[src/rtl/ram_dump_tx.sv]
// Dumps a contiguous range of 32-bit words from the data memory's extra read port
// over a UART 8N1 line, four bytes per word, most significant byte first.
module ram_dump_tx #(
    parameter int BAUD_DIV = 868,
    parameter int ADDR_W   = 12
) (
    input  logic              clk_in,
    input  logic              RST,
    input  logic              start,
    input  logic [ADDR_W-1:0] start_addr,
    input  logic [ADDR_W-1:0] word_count,
    output logic [ADDR_W-1:0] extra_addr,
    input  logic [31:0]       extra_dout,
    output logic              tx,
    output logic              busy,
    output logic              done
);

    typedef enum logic [2:0] {
        S_IDLE,
        S_FETCH,
        S_LATCH,
        S_START,
        S_DATA,
        S_STOP,
        S_NEXT
    } state_t;

    localparam logic [15:0] BAUD_LAST = 16'(BAUD_DIV - 1);

    state_t            state, state_n;
    logic [15:0]       baud_cnt, baud_cnt_n;
    logic [2:0]        bit_idx, bit_idx_n;
    logic [1:0]        byte_idx, byte_idx_n;
    logic [31:0]       tx_word, tx_word_n;
    logic [ADDR_W-1:0] remaining, remaining_n;
    logic [ADDR_W-1:0] addr_n;
    logic              tx_n, busy_n, done_n;
    logic              baud_last;

    assign baud_last = (baud_cnt == BAUD_LAST);

    always_comb begin
        state_n     = state;
        baud_cnt_n  = baud_cnt;
        bit_idx_n   = bit_idx;
        byte_idx_n  = byte_idx;
        tx_word_n   = tx_word;
        remaining_n = remaining;
        addr_n      = extra_addr;
        busy_n      = busy;
        done_n      = 1'b0;
        tx_n        = 1'b1;

        case (state)
            S_IDLE: begin
                busy_n = 1'b0;
                if (start) begin
                    addr_n = start_addr;
                    if (word_count == '0) begin
                        done_n = 1'b1;
                    end else begin
                        remaining_n = word_count;
                        busy_n      = 1'b1;
                        state_n     = S_FETCH;
                    end
                end
            end
            S_FETCH: state_n = S_LATCH;
            S_LATCH: begin
                tx_word_n  = extra_dout;
                byte_idx_n = 2'd3;
                bit_idx_n  = '0;
                baud_cnt_n = '0;
                state_n    = S_START;
            end
            S_START: begin
                if (baud_last) begin
                    baud_cnt_n = '0;
                    bit_idx_n  = '0;
                    state_n    = S_DATA;
                end else begin
                    baud_cnt_n = baud_cnt + 16'd1;
                end
            end
            S_DATA: begin
                if (baud_last) begin
                    baud_cnt_n = '0;
                    if (bit_idx == 3'd7) state_n = S_STOP;
                    else                 bit_idx_n = bit_idx + 3'd1;
                end else begin
                    baud_cnt_n = baud_cnt + 16'd1;
                end
            end
            S_STOP: begin
                if (baud_last) begin
                    baud_cnt_n = '0;
                    if (byte_idx != 2'd0) begin
                        byte_idx_n = byte_idx - 2'd1;
                        state_n    = S_START;
                    end else begin
                        state_n = S_NEXT;
                    end
                end else begin
                    baud_cnt_n = baud_cnt + 16'd1;
                end
            end
            S_NEXT: begin
                remaining_n = remaining - 1'b1;
                if (remaining == ADDR_W'(1)) begin
                    done_n  = 1'b1;
                    busy_n  = 1'b0;
                    state_n = S_IDLE;
                end else begin
                    addr_n  = extra_addr + 1'b1;
                    state_n = S_FETCH;
                end
            end
            default: state_n = S_IDLE;
        endcase

        // tx is registered, so its next level is decoded from the state being entered
        case (state_n)
            S_START: tx_n = 1'b0;
            S_DATA:  tx_n = tx_word_n[{byte_idx_n, bit_idx_n}];
            default: tx_n = 1'b1;
        endcase
    end

    always_ff @(posedge clk_in) begin
        if (RST) begin
            state      <= S_IDLE;
            baud_cnt   <= '0;
            bit_idx    <= '0;
            byte_idx   <= '0;
            tx_word    <= '0;
            remaining  <= '0;
            extra_addr <= '0;
            tx         <= 1'b1;
            busy       <= 1'b0;
            done       <= 1'b0;
        end else begin
            state      <= state_n;
            baud_cnt   <= baud_cnt_n;
            bit_idx    <= bit_idx_n;
            byte_idx   <= byte_idx_n;
            tx_word    <= tx_word_n;
            remaining  <= remaining_n;
            extra_addr <= addr_n;
            tx         <= tx_n;
            busy       <= busy_n;
            done       <= done_n;
        end
    end

endmodule

[config.mk]
export PLATFORM = sky130hd
export DESIGN_NAME = ram_dump_tx
export DESIGN_NICKNAME = d
export VERILOG_FILES = /design/src/rtl/ram_dump_tx.sv
export SDC_FILE = /design/constraint.sdc
export NUM_CORES = 1
export LEC_CHECK = 0
export ABC_AREA = 1
export BUFFER_PORTS_ARGS = -buffer_cell sky130_fd_sc_hd__buf_4
export CAP_MARGIN = 15
export CORE_ASPECT_RATIO = 0.7
export CORE_MARGIN = 5
export CORE_UTILIZATION = 36
export DETAILED_ROUTE_END_ITERATION = 10
export GPL_ROUTABILITY_DRIVEN = 0
export SETUP_SLACK_MARGIN = 0.1
export SLEW_MARGIN = 10
export SYNTH_ARGS = -nofsm -noshare
export SYNTH_HDL_FRONTEND = slang
export SYNTH_SLANG_ARGS = --single-unit
[constraint.sdc]
create_clock -name clk_in -period 3.3 [get_ports clk_in]
set_input_delay 0.66 -clock clk_in [delete_from_list [all_inputs] [get_ports clk_in]]
set_output_delay 0.66 -clock clk_in [all_outputs]
set_load 0.05 [all_outputs]
==> results of run 1 <==
==> kinds of logic (layout without fill, tap and decap cells) <==
family	after synthesis	in the layout	synth area share [%]
AO/OA/AOI/OAI	131	131	16.9
XOR/XNOR	3	3	0.559
adder cells (fa/ha/maj)	5	5	1.33
buffers and inverters	120	188	10.0
flip-flops	83	83	35.3
AND/OR/NAND/NOR	353	353	35.9
==> per-stage QoR <==
step / hold slack (ns) / utilization, % / setup slack, ns / total power, mW
6_report: 0.479 / 45.0 / 0.956 / 2.76
3_5_place_dp: 0.474 / 42.7 / 0.930 / 1.79
2_1_floorplan: 0.445 / - / 1.26 / 1.59
4_1_cts: 0.488 / 45.0 / 0.928 / 2.79
5_1_grt: 0.510 / 45.0 / 0.697 / 2.91
3_3_place_gp: 0.469 / 42.7 / 0.978 / 1.78
==> layout make-up <==
| type | count | area share, % |
|---|---|---|
| Multi-Input combinational cell | 492 | 45.5 |
| Sequential cell | 83 | 29.4 |
| Timing Repair Buffer | 77 | 10.2 |
| Inverter | 95 | 6.32 |
| Clock buffer | 11 | 4.11 |
| Tap cell | 162 | 3.58 |
| Clock inverter | 5 | 0.950 |
==> state kept, by name, indices dropped and copies added (netlist names) <==
name / cells
tx_word: 32
remaining: 12
baud_cnt: 16
state: 3
extra_addr: 12
busy: 1
byte_idx: 2
done: 1
tx: 1
bit_idx: 3
==> report_power, final <==
part	internal (mW)	leakage (nW)	switching, mW
Sequential	1.08	0.679	0.0450
Clock	0.584	0.143	0.406
Combinational	0.245	1.70	0.396
==> worst register-to-register path: stages, from the launching register on <==
cell	delay, ns
dfxtp_1	0.34
nor3_1	0.28
nand4_1	0.19
o21ai_0	0.36
nand2_1	0.45
inv_1	0.31
a21oi_1	0.07
a221oi_1	0.25
==> path summary, 6_finish.rpt <==
| kind | startpoint | end | cells past startpoint |
|---|---|---|---|
| max | remaining[8] | extra_addr[7] | 7 |
| min | remaining[11] | remaining[11] | 2 |
| max reg2reg | remaining[8] | extra_addr[7] | 7 |
| min reg2reg | remaining[11] | remaining[11] | 2 |
==> cells in the final DEF, fill, tap and decap left out, drive strengths merged, types with 6 or more instances in the layout <==
master and n:
nand2 123, nor2 94, inv 94, dfxtp 83
buf 77, nand3 73, o21ai 54, or2 35
a21oi 25, o21a 17, clkbuf 11, nor3 11
nand4 10, a31oi 8, a221oi 6
==> per-layer routing <==
layer	global-route usage, %	up-vias	part of all wire (%)
met1	23.5	2178	50
li1	-	2415	-
met4	3.42	0	0.72
met3	3.99	11	6.0
met5	0	-	0
met2	24.5	148	43
==> out/summary.txt, run 1 <==
Max transition margin: 48.6%
Max-slew violation count: 0
Io pins: 74
Reg area: 1660 sq um
Outcome: finished, final reports clean
WP data arrival: 2.58 ns
Worst-path cell chain: nor3_1 -> nand4_1 -> o21ai_0 -> nand2_1 -> inv_1 -> a21oi_1 -> a221oi_1
Total CTS buffers: 9
WL final: 12,700 um
Clock skew: 0.00533 ns
Largest net degree at the start of global routing: 68
Number of global-route vias before repair: 4,439
Initial DRC count: 407
# nets final: 822
CP bufs+invs: 1
Core ar.: 12,600 sq um
Routed len/inst: 13.7 um
Final Hold Fails: 0
Most common cell in the synthesized netlist: nand2_1
Startpoint Class: register
Fin area: 5660 sq um
Clock buffer depth: 2
Resized Gates After CTS: 0
Number of I/O port buffers: 73
Post-route DRC: 0
Critical path's slowest cell: nand2_1
TNS Setup: 0 ns
Die Area: 15,500 sq um
Mapped Cells: 695
Setup violators final: 0
Avg Inst Size Synth: 6.77 sq um
Post-Layout Cell Count: 925
Worst Path Required: 3.54 ns
Row cnt: 34
Diodes inserted: 0
Multi-input gate area: 2570 sq um
Clk slew on worst S/H paths: 0.06 ns
Distinct cells, synth: 47
RSZ-0062 raised after global routing: false
Synth top area share: 35.3%
Post-Syn Nets: 759
Width of the die: 147 um
GR Util All Layers: 16.3%
Warnings from Yosys: 0
Post-CTS Hold Fix Bufs: 0
Tightest Pin Transition: 0.771 ns
CP Class: reg -> reg
Vias/cell: 5.14
Reg2Reg Setup Slack: 0.96 ns
Min Clock Period, post-route: 2.34 ns
Post-route ant nets: 0
Worst-Skew Late Latency: 0.33 ns
Total number of vias: 4,752
Post CTS Setup Buffer Count: 0
Pwr dens: 487 nW/um^2
Die height: 106 um
Top post-synthesis cells by count: 115 x nand2_1, 88 x nor2_1, 83 x dfxtp_1
Clock Sinks: 83
Slowest stage delay, CP: 0.45 ns
Leak Pwr: 2.53 nW
Share of cells above drive strength 1: 18.1%
Top FF cell, synth: dfxtp_1
Post-synthesis register bit count: 83
Gr ovfl total: 0
Area added between synthesis and finish: 20.4%
Worst Setup End Kind: register
Post-synth EDFFs: 0
Placed cells: 909
DP Area: 5370 sq um
CTS tree: yes
Initial Utilization: 37.4%
Crit path max fanout: 20
Antenna violations before repair: 0
H-tree depth: 3
DP HPWL: 9130 um
Min-delay worst type: reg -> reg
Part of the cycle the worst path needs: 71.0%
First-pass GRT wire length: 21,200 um
Ys async rst share: 0%
First-pass iteration count of the detailed router: 5
Synth area leader: dfxtp_1
Synth top area cells: dfxtp_1 35%, nand2_1 9.2%, nand3_1 7.3%
Root Driver: clkbuf_16
Seq/Total Area, Yosys: 35.3%
Synth Cell Area: 4700 sq um
Delay-heaviest family, CP: simple AND/OR/NAND/NOR gates
Fillers: 1,293
Max-Cap Viols: 0
Fmax: 427 MHz
Worst IR Drop VDD: 270 uV
No activity file was read; power rests on OpenSTA's default activity.
==> inputs of run 2 (changes only) <==
--- a/config.mk
+++ b/config.mk
@@ -5,7 +5,7 @@
 export SDC_FILE = /design/constraint.sdc
 export NUM_CORES = 1
 export LEC_CHECK = 0
-export ABC_AREA = 1
+export ABC_AREA = 0
 export BUFFER_PORTS_ARGS = -buffer_cell sky130_fd_sc_hd__buf_4
 export CAP_MARGIN = 15
 export CORE_ASPECT_RATIO = 0.7
==> constraint.sdc (replaced) <==
create_clock -name clk_in -period 2.4 [get_ports clk_in]
set_input_delay 0.48 -clock clk_in [delete_from_list [all_inputs] [get_ports clk_in]]
set_output_delay 0.48 -clock clk_in [all_outputs]
set_load 0.05 [all_outputs]
==> out/summary.txt, run 2 <==
GR Layer Usage met3: 4.04%
Gr ovfl total: 0
Distinct cells, synth: 76
Reg2reg path depth: 8
Reg2Reg Setup Slack: -0.22 ns
Row cnt: 34
Layout Utilization: 50.3%
Clock skew: 0.0105 ns
Avg Inst Size Synth: 7.70 sq um
Synth top area share: 36.5%
Outcome: complete, but fails checks
Share of cells above drive strength 1: 30.3%
Reg with most FFs: tx_word
Leak Pwr: 2.48 nW
Antenna violations before repair: 0
Initial DRC count: 239
Synth Area in Simple Gates: 30.1%
Most common cell in the synthesized netlist: nand2_1
Diodes inserted: 0
H-tree depth: 3
Die Area: 15,000 sq um
Clk slew on worst S/H paths: 0.07 ns
Width of the die: 144 um
Pwr dens: 580 nW/um^2
First-pass GRT wire length: 22,300 um
Commonest non-fill, non-tap cells in the layout: 155 x buf_4, 103 x nand2_1, 79 x dfxtp_1, 67 x a21oi_1, 59 x nor2_1
Max transition margin: 60.9%
Largest regs: tx_word (32), baud_cnt (16)
Worst Path Required: 2.69 ns
GR Util All Layers: 17.9%
Part of the cycle the worst path needs: 109%
WP data arrival: 2.90 ns
Setup violators final: 1
Critical path depth: 8
Ys async rst share: 0%
Warnings from Yosys: 0
Synth top area cells: dfxtp_1 37%, nand2_1 8.6%, a21oi_1 7.4%
Crit path max fanout: 5
Worst IR Drop VDD: 389 uV
RSZ-0062 raised after global routing: true
TNS Setup: -0.218 ns
Violated checks: setup timing
Post-synth EDFFs: 0
Initial Utilization: 36.6%
Seq/Total Area, Yosys: 36.5%
Largest family of logic cells by synthesized area: simple AND/OR/NAND/NOR gates
# nets final: 786
Synth Cell Area: 4550 sq um
WL final: 13,700 um
GR Util met2: 26.5%
Vias/cell: 5.42
CP Class: reg -> reg
Number of I/O port buffers: 73
Synth Area in XOR/XNOR: 1.35%
Crit. Startpoint: baud_cnt[12]
Area added between synthesis and finish: 37.3%
Mapped Cells: 591
Final Hold Fails: 0
Startpoint Class: register
Critical R2R Capture: tx
CP bufs+invs: 0
Fillers: 1,172
Total number of vias: 4,818
Post-Layout Cell Count: 889
Clock buffer depth: 2
Die height: 104 um
Core ar.: 12,400 sq um
Post-Syn Nets: 655
Max-Cap Viols: 0
Compound-Gate Fraction of Synth Area: 24.7%
Place WS: -0.302 ns
Placed cells: 868
Synth area leader: dfxtp_1
Io pins: 74
Worst setup path endpoint: tx
Slowest stage delay, CP: 0.51 ns
Fmax: 382 MHz
Min Clock Period, post-route: 2.62 ns
Largest net degree at the start of global routing: 56
Post-route ant nets: 0
Top FF cell, synth: dfxtp_1
Adder-cell area share of the yosys netlist: 1.37%
PnR worst setup slack: -0.218 ns
Worst-path cell chain: nor4_4 -> and4_4 -> or4b_4 -> nand3_4 -> nor3_2 -> or4_4 -> a31oi_4 -> a211o_1
Root Driver: clkbuf_16
Total CTS buffers: 9
DP HPWL: 9990 um
Worst-Skew Late Latency: 0.34 ns
Met1 Track Usage GR: 26.5%
Delay-heaviest family, CP: simple AND/OR/NAND/NOR gates
Commonest non-fill, non-tap cell in the layout: buf_4
Clock Sinks: 83
Post-route DRC: 0
Reg-to-reg startpoint: baud_cnt[12]
Multiplexer area fraction after synthesis: 1.92%
Tightest Pin Transition: 0.586 ns
Post-synthesis register bit count: 83
Top post-synthesis cells by count: 104 x nand2_1, 83 x dfxtp_1, 67 x a21oi_1
Critical path's slowest cell: or4b_4
CTS tree: yes
Routed len/inst: 15.4 um
Largest register FFs: 32
First-pass iteration count of the detailed router: 5
Number of global-route vias before repair: 4,529
Max-slew violation count: 0
Worst Setup End Kind: register
Layer with the highest usage: met2
Min-delay worst type: in -> reg
run 2: per-stage QoR:
step	hold WS, ns	area, sq um	total power, mW
global route	0.393	6250	3.79
CTS	0.373	6140	3.64
global placement	0.441	5770	2.22
detailed placement	0.446	5770	2.23
floorplan	0.432	4590	1.94
finish	0.381	6250	3.62
run 2: final cells by class:
class                           instances  area, sq um  share of cell area [%]
Tap cell                              162          203                    3.24
Clock buffer                            9          225                    3.60
Multi-Input combinational cell        465         2880                    46.1
Clock inverter                          7         73.8                    1.18
Sequential cell                        83         1670                    26.7
Timing Repair Buffer                  156         1170                    18.8
Inverter                                7         26.3                   0.421
run 2: worst reg2reg max path: cells and delay by family, from the launching register on:
family	cells	cell delay [ns]
AO/OA/AOI/OAI	2	0.34
flip-flops	1	0.35
AND/OR/NAND/NOR	6	1.88
run 2: logic make-up (layout without fill, tap and decap cells):
logic type | count (synthesis) | count (layout)
and+or+nand+nor | 271 | 272
AOI/OAI and AO/OA | 173 | 173
DFF | 83 | 83
buffers and inverters | 44 | 179
muxes | 8 | 8
xor gates and xnor gates | 7 | 7
adders and majority gates | 5 | 5
run 2: timing repair:
item	CTS	global route
endpoints found under the setup margin	6	15
gates resized for setup	10	20
gates cloned	1	0
buffers inserted	2	2
hold buffers	0	0
pin swaps	4	7
run 2: routing by layer:
layer | routed length, um | up-vias | share of wire, %
met5 | 0 | - | 0
met4 | 125 | 0 | 0.91
met3 | 798 | 11 | 5.8
met2 | 6070 | 119 | 44
met1 | 6680 | 2268 | 49
li1 | - | 2420 | -
run 2: report_power, final:
group          internal, mW  switching, mW  total (mW)
combinational         0.303          0.402       0.705
clock                 0.813          0.581        1.39
sequential             1.46         0.0661        1.52
total                  2.57           1.05        3.62
run 2: worst min-delay path by stage:
stage	depth (start not counted)	start	endpoint
after detailed placement	2	tx_word[21]	tx_word[21]
after floorplan	2	tx_word[21]	tx_word[21]
after global placement	2	tx_word[21]	tx_word[21]
after CTS	3	extra_dout[4]	tx_word[4]
final	3	extra_dout[4]	tx_word[4]
after global routing	3	extra_dout[11]	tx_word[11]
==> inputs of run 3 (changes only) <==
--- a/config.mk
+++ b/config.mk
@@ -11,8 +11,10 @@
 export CORE_ASPECT_RATIO = 0.7
 export CORE_MARGIN = 5
 export CORE_UTILIZATION = 36
+export CTS_BUF_LIST = sky130_fd_sc_hd__clkbuf_8
 export DETAILED_ROUTE_END_ITERATION = 10
 export GPL_ROUTABILITY_DRIVEN = 0
+export MAX_ROUTING_LAYER = met4
 export SETUP_SLACK_MARGIN = 0.1
 export SLEW_MARGIN = 10
 export SYNTH_ARGS = -nofsm -noshare
==> out/summary.txt, run 3 (synthesized netlist as in run 2, its figures left out) <==
P_sw: 1.02 mW
Largest register FFs: 32
Post-Layout Cell Count: 889
Seq pwr share: 46.7%
Violated checks: setup timing
Placed cells: 868
WP data arrival: 2.92 ns
Row cnt: 34
Total number of vias: 4,814
Width of the die: 144 um
Min Clock Period, post-route: 2.59 ns
Number of global-route vias before repair: 4,508
Root Driver: clkbuf_8
Final Hold Fails: 0
Tightest Pin Transition: 0.590 ns
Die Area: 15,000 sq um
Fillers: 1,191
Worst Setup End Kind: register
First-pass iteration count of the detailed router: 5
Initial DRC count: 272
Core ar.: 12,400 sq um
Startpoint Class: register
Post-route ant nets: 0
Clock buffer depth: 2
Min-delay worst type: in -> reg
Largest net degree at the start of global routing: 56
Largest regs: tx_word (32), baud_cnt (16)
Clock power share: 31.7%
Fmax: 385 MHz
WL final: 13,800 um
Gr ovfl total: 0
Worst IR Drop VDD: 288 uV
Fin area: 6160 sq um
Routed len/inst: 15.5 um
Leak Pwr: 2.44 nW
Int Power: 2.25 mW
First-pass GRT wire length: 22,200 um
Reg2Reg Setup Slack: -0.19 ns
Hold slack: 0.343 ns
Vias/cell: 5.42
GR Util All Layers: 18.4%
PnR worst setup slack: -0.194 ns
Antenna violations before repair: 0
Post-route DRC: 0
Part of the cycle the worst path needs: 108%
Commonest non-fill, non-tap cells in the layout: 154 x buf_4, 103 x nand2_1, 78 x dfxtp_1, 67 x a21oi_1, 58 x nor2_1
Max transition margin: 60.7%
Max-Cap Viols: 0
CTS tree: yes
Io pins: 74
Crit path max fanout: 5
# nets final: 786
Overall power: 3.26 mW
Area added between synthesis and finish: 35.3%
Pwr dens: 530 nW/um^2
Number of I/O port buffers: 73
RSZ-0062 raised after global routing: true
CP Class: reg -> reg
Worst Path Required: 2.72 ns
Clock skew: 0.0170 ns
Reg with most FFs: tx_word
Clk slew on worst S/H paths: 0.09 ns
Switching part of the total: 31.1%
Comb power frac: 21.6%
Max-slew violation count: 0
Share of cells above drive strength 1: 30.7%
Total CTS buffers: 9
Setup violators final: 1
Initial Utilization: 36.6%
Die height: 104 um
DP Area: 5770 sq um
DP HPWL: 9990 um
Worst-Skew Late Latency: 0.38 ns
Commonest non-fill, non-tap cell in the layout: buf_4
Clock Sinks: 83
Diodes inserted: 0
H-tree depth: 3
Outcome: complete, but fails checks
TNS Setup: -0.194 ns
## run 3: changes by cell type in the layout (fill, tap and decap cells not counted)
cell,previous run,this run
buf_4,155,154
buf_6,1,2
clkbuf_16,9,0
clkbuf_8,0,9
dfxtp_1,79,78
dfxtp_2,4,5
nor2_1,59,58
nor2_2,1,2
nor4_1,11,10
nor4_2,0,1
## run 3: per-stage QoR
step / utilization (%) / worst slack (ns)
after CTS: 48.6 / -0.193
after detailed placement: 46.5 / -0.302
after floorplan: - / -0.0291
final: 49.6 / -0.194
after global routing: 49.6 / -0.280
after global placement: 46.5 / -0.229
## run 3: timing repair
action | in CTS | in global routing
resized for setup | 10 | 24
gates cloned | 1 | 0
hold buffers | 0 | 0
pin swaps | 4 | 9
buffers inserted | 2 | 2
setup endpoints to repair | 6 | 16
## run 3: layout make-up
class,count,area (sq um),area share [%]
well taps,162,203,3.29
multi-input cells,465,2890,46.9
inverters,7,26.3,0.426
repair buffers,156,1180,19.1
clock inverters,7,73.8,1.20
clock buffers,9,124,2.01
flip-flops and latches,83,1670,27.1
## run 3: routing by layer
| metal | up-vias | share of wire, % | track usage, % |
|---|---|---|---|
| li1 | 2416 | - | - |
| met1 | 2250 | 48 | 26.5 |
| met2 | 137 | 45 | 26.3 |
| met3 | 11 | 6.2 | 4.37 |
| met4 | 0 | 0.84 | 3.66 |
| met5 | - | 0 | - |
## run 3: power by group through the flow
stage / combinational (mW) / clock, mW / sequential [mW]
6_report: 0.705 / 1.03 / 1.52
5_1_grt: 0.768 / 1.13 / 1.53
4_1_cts: 0.689 / 1.06 / 1.52
3_5_place_dp: 0.682 / 0 / 1.55
3_3_place_gp: 0.669 / 0 / 1.55
2_1_floorplan: 0.322 / 0 / 1.62
## run 3: worst paths after layout
check / start / end / cells after the start
max: baud_cnt[0] / tx / 9
min reg2reg: tx_word[21] / tx_word[21] / 2
max reg2reg: baud_cnt[0] / tx / 9
min: extra_dout[4] / tx_word[4] / 3
## run 3: critical path: stages, from the launching register on
cell	delay (ns)
dfxtp_2	0.35
ha_4	0.14
and4b_1	0.24
and4_4	0.28
or4b_4	0.51
nand3_4	0.15
nor3_2	0.05
or4_4	0.50
a31oi_4	0.19
a211o_1	0.13
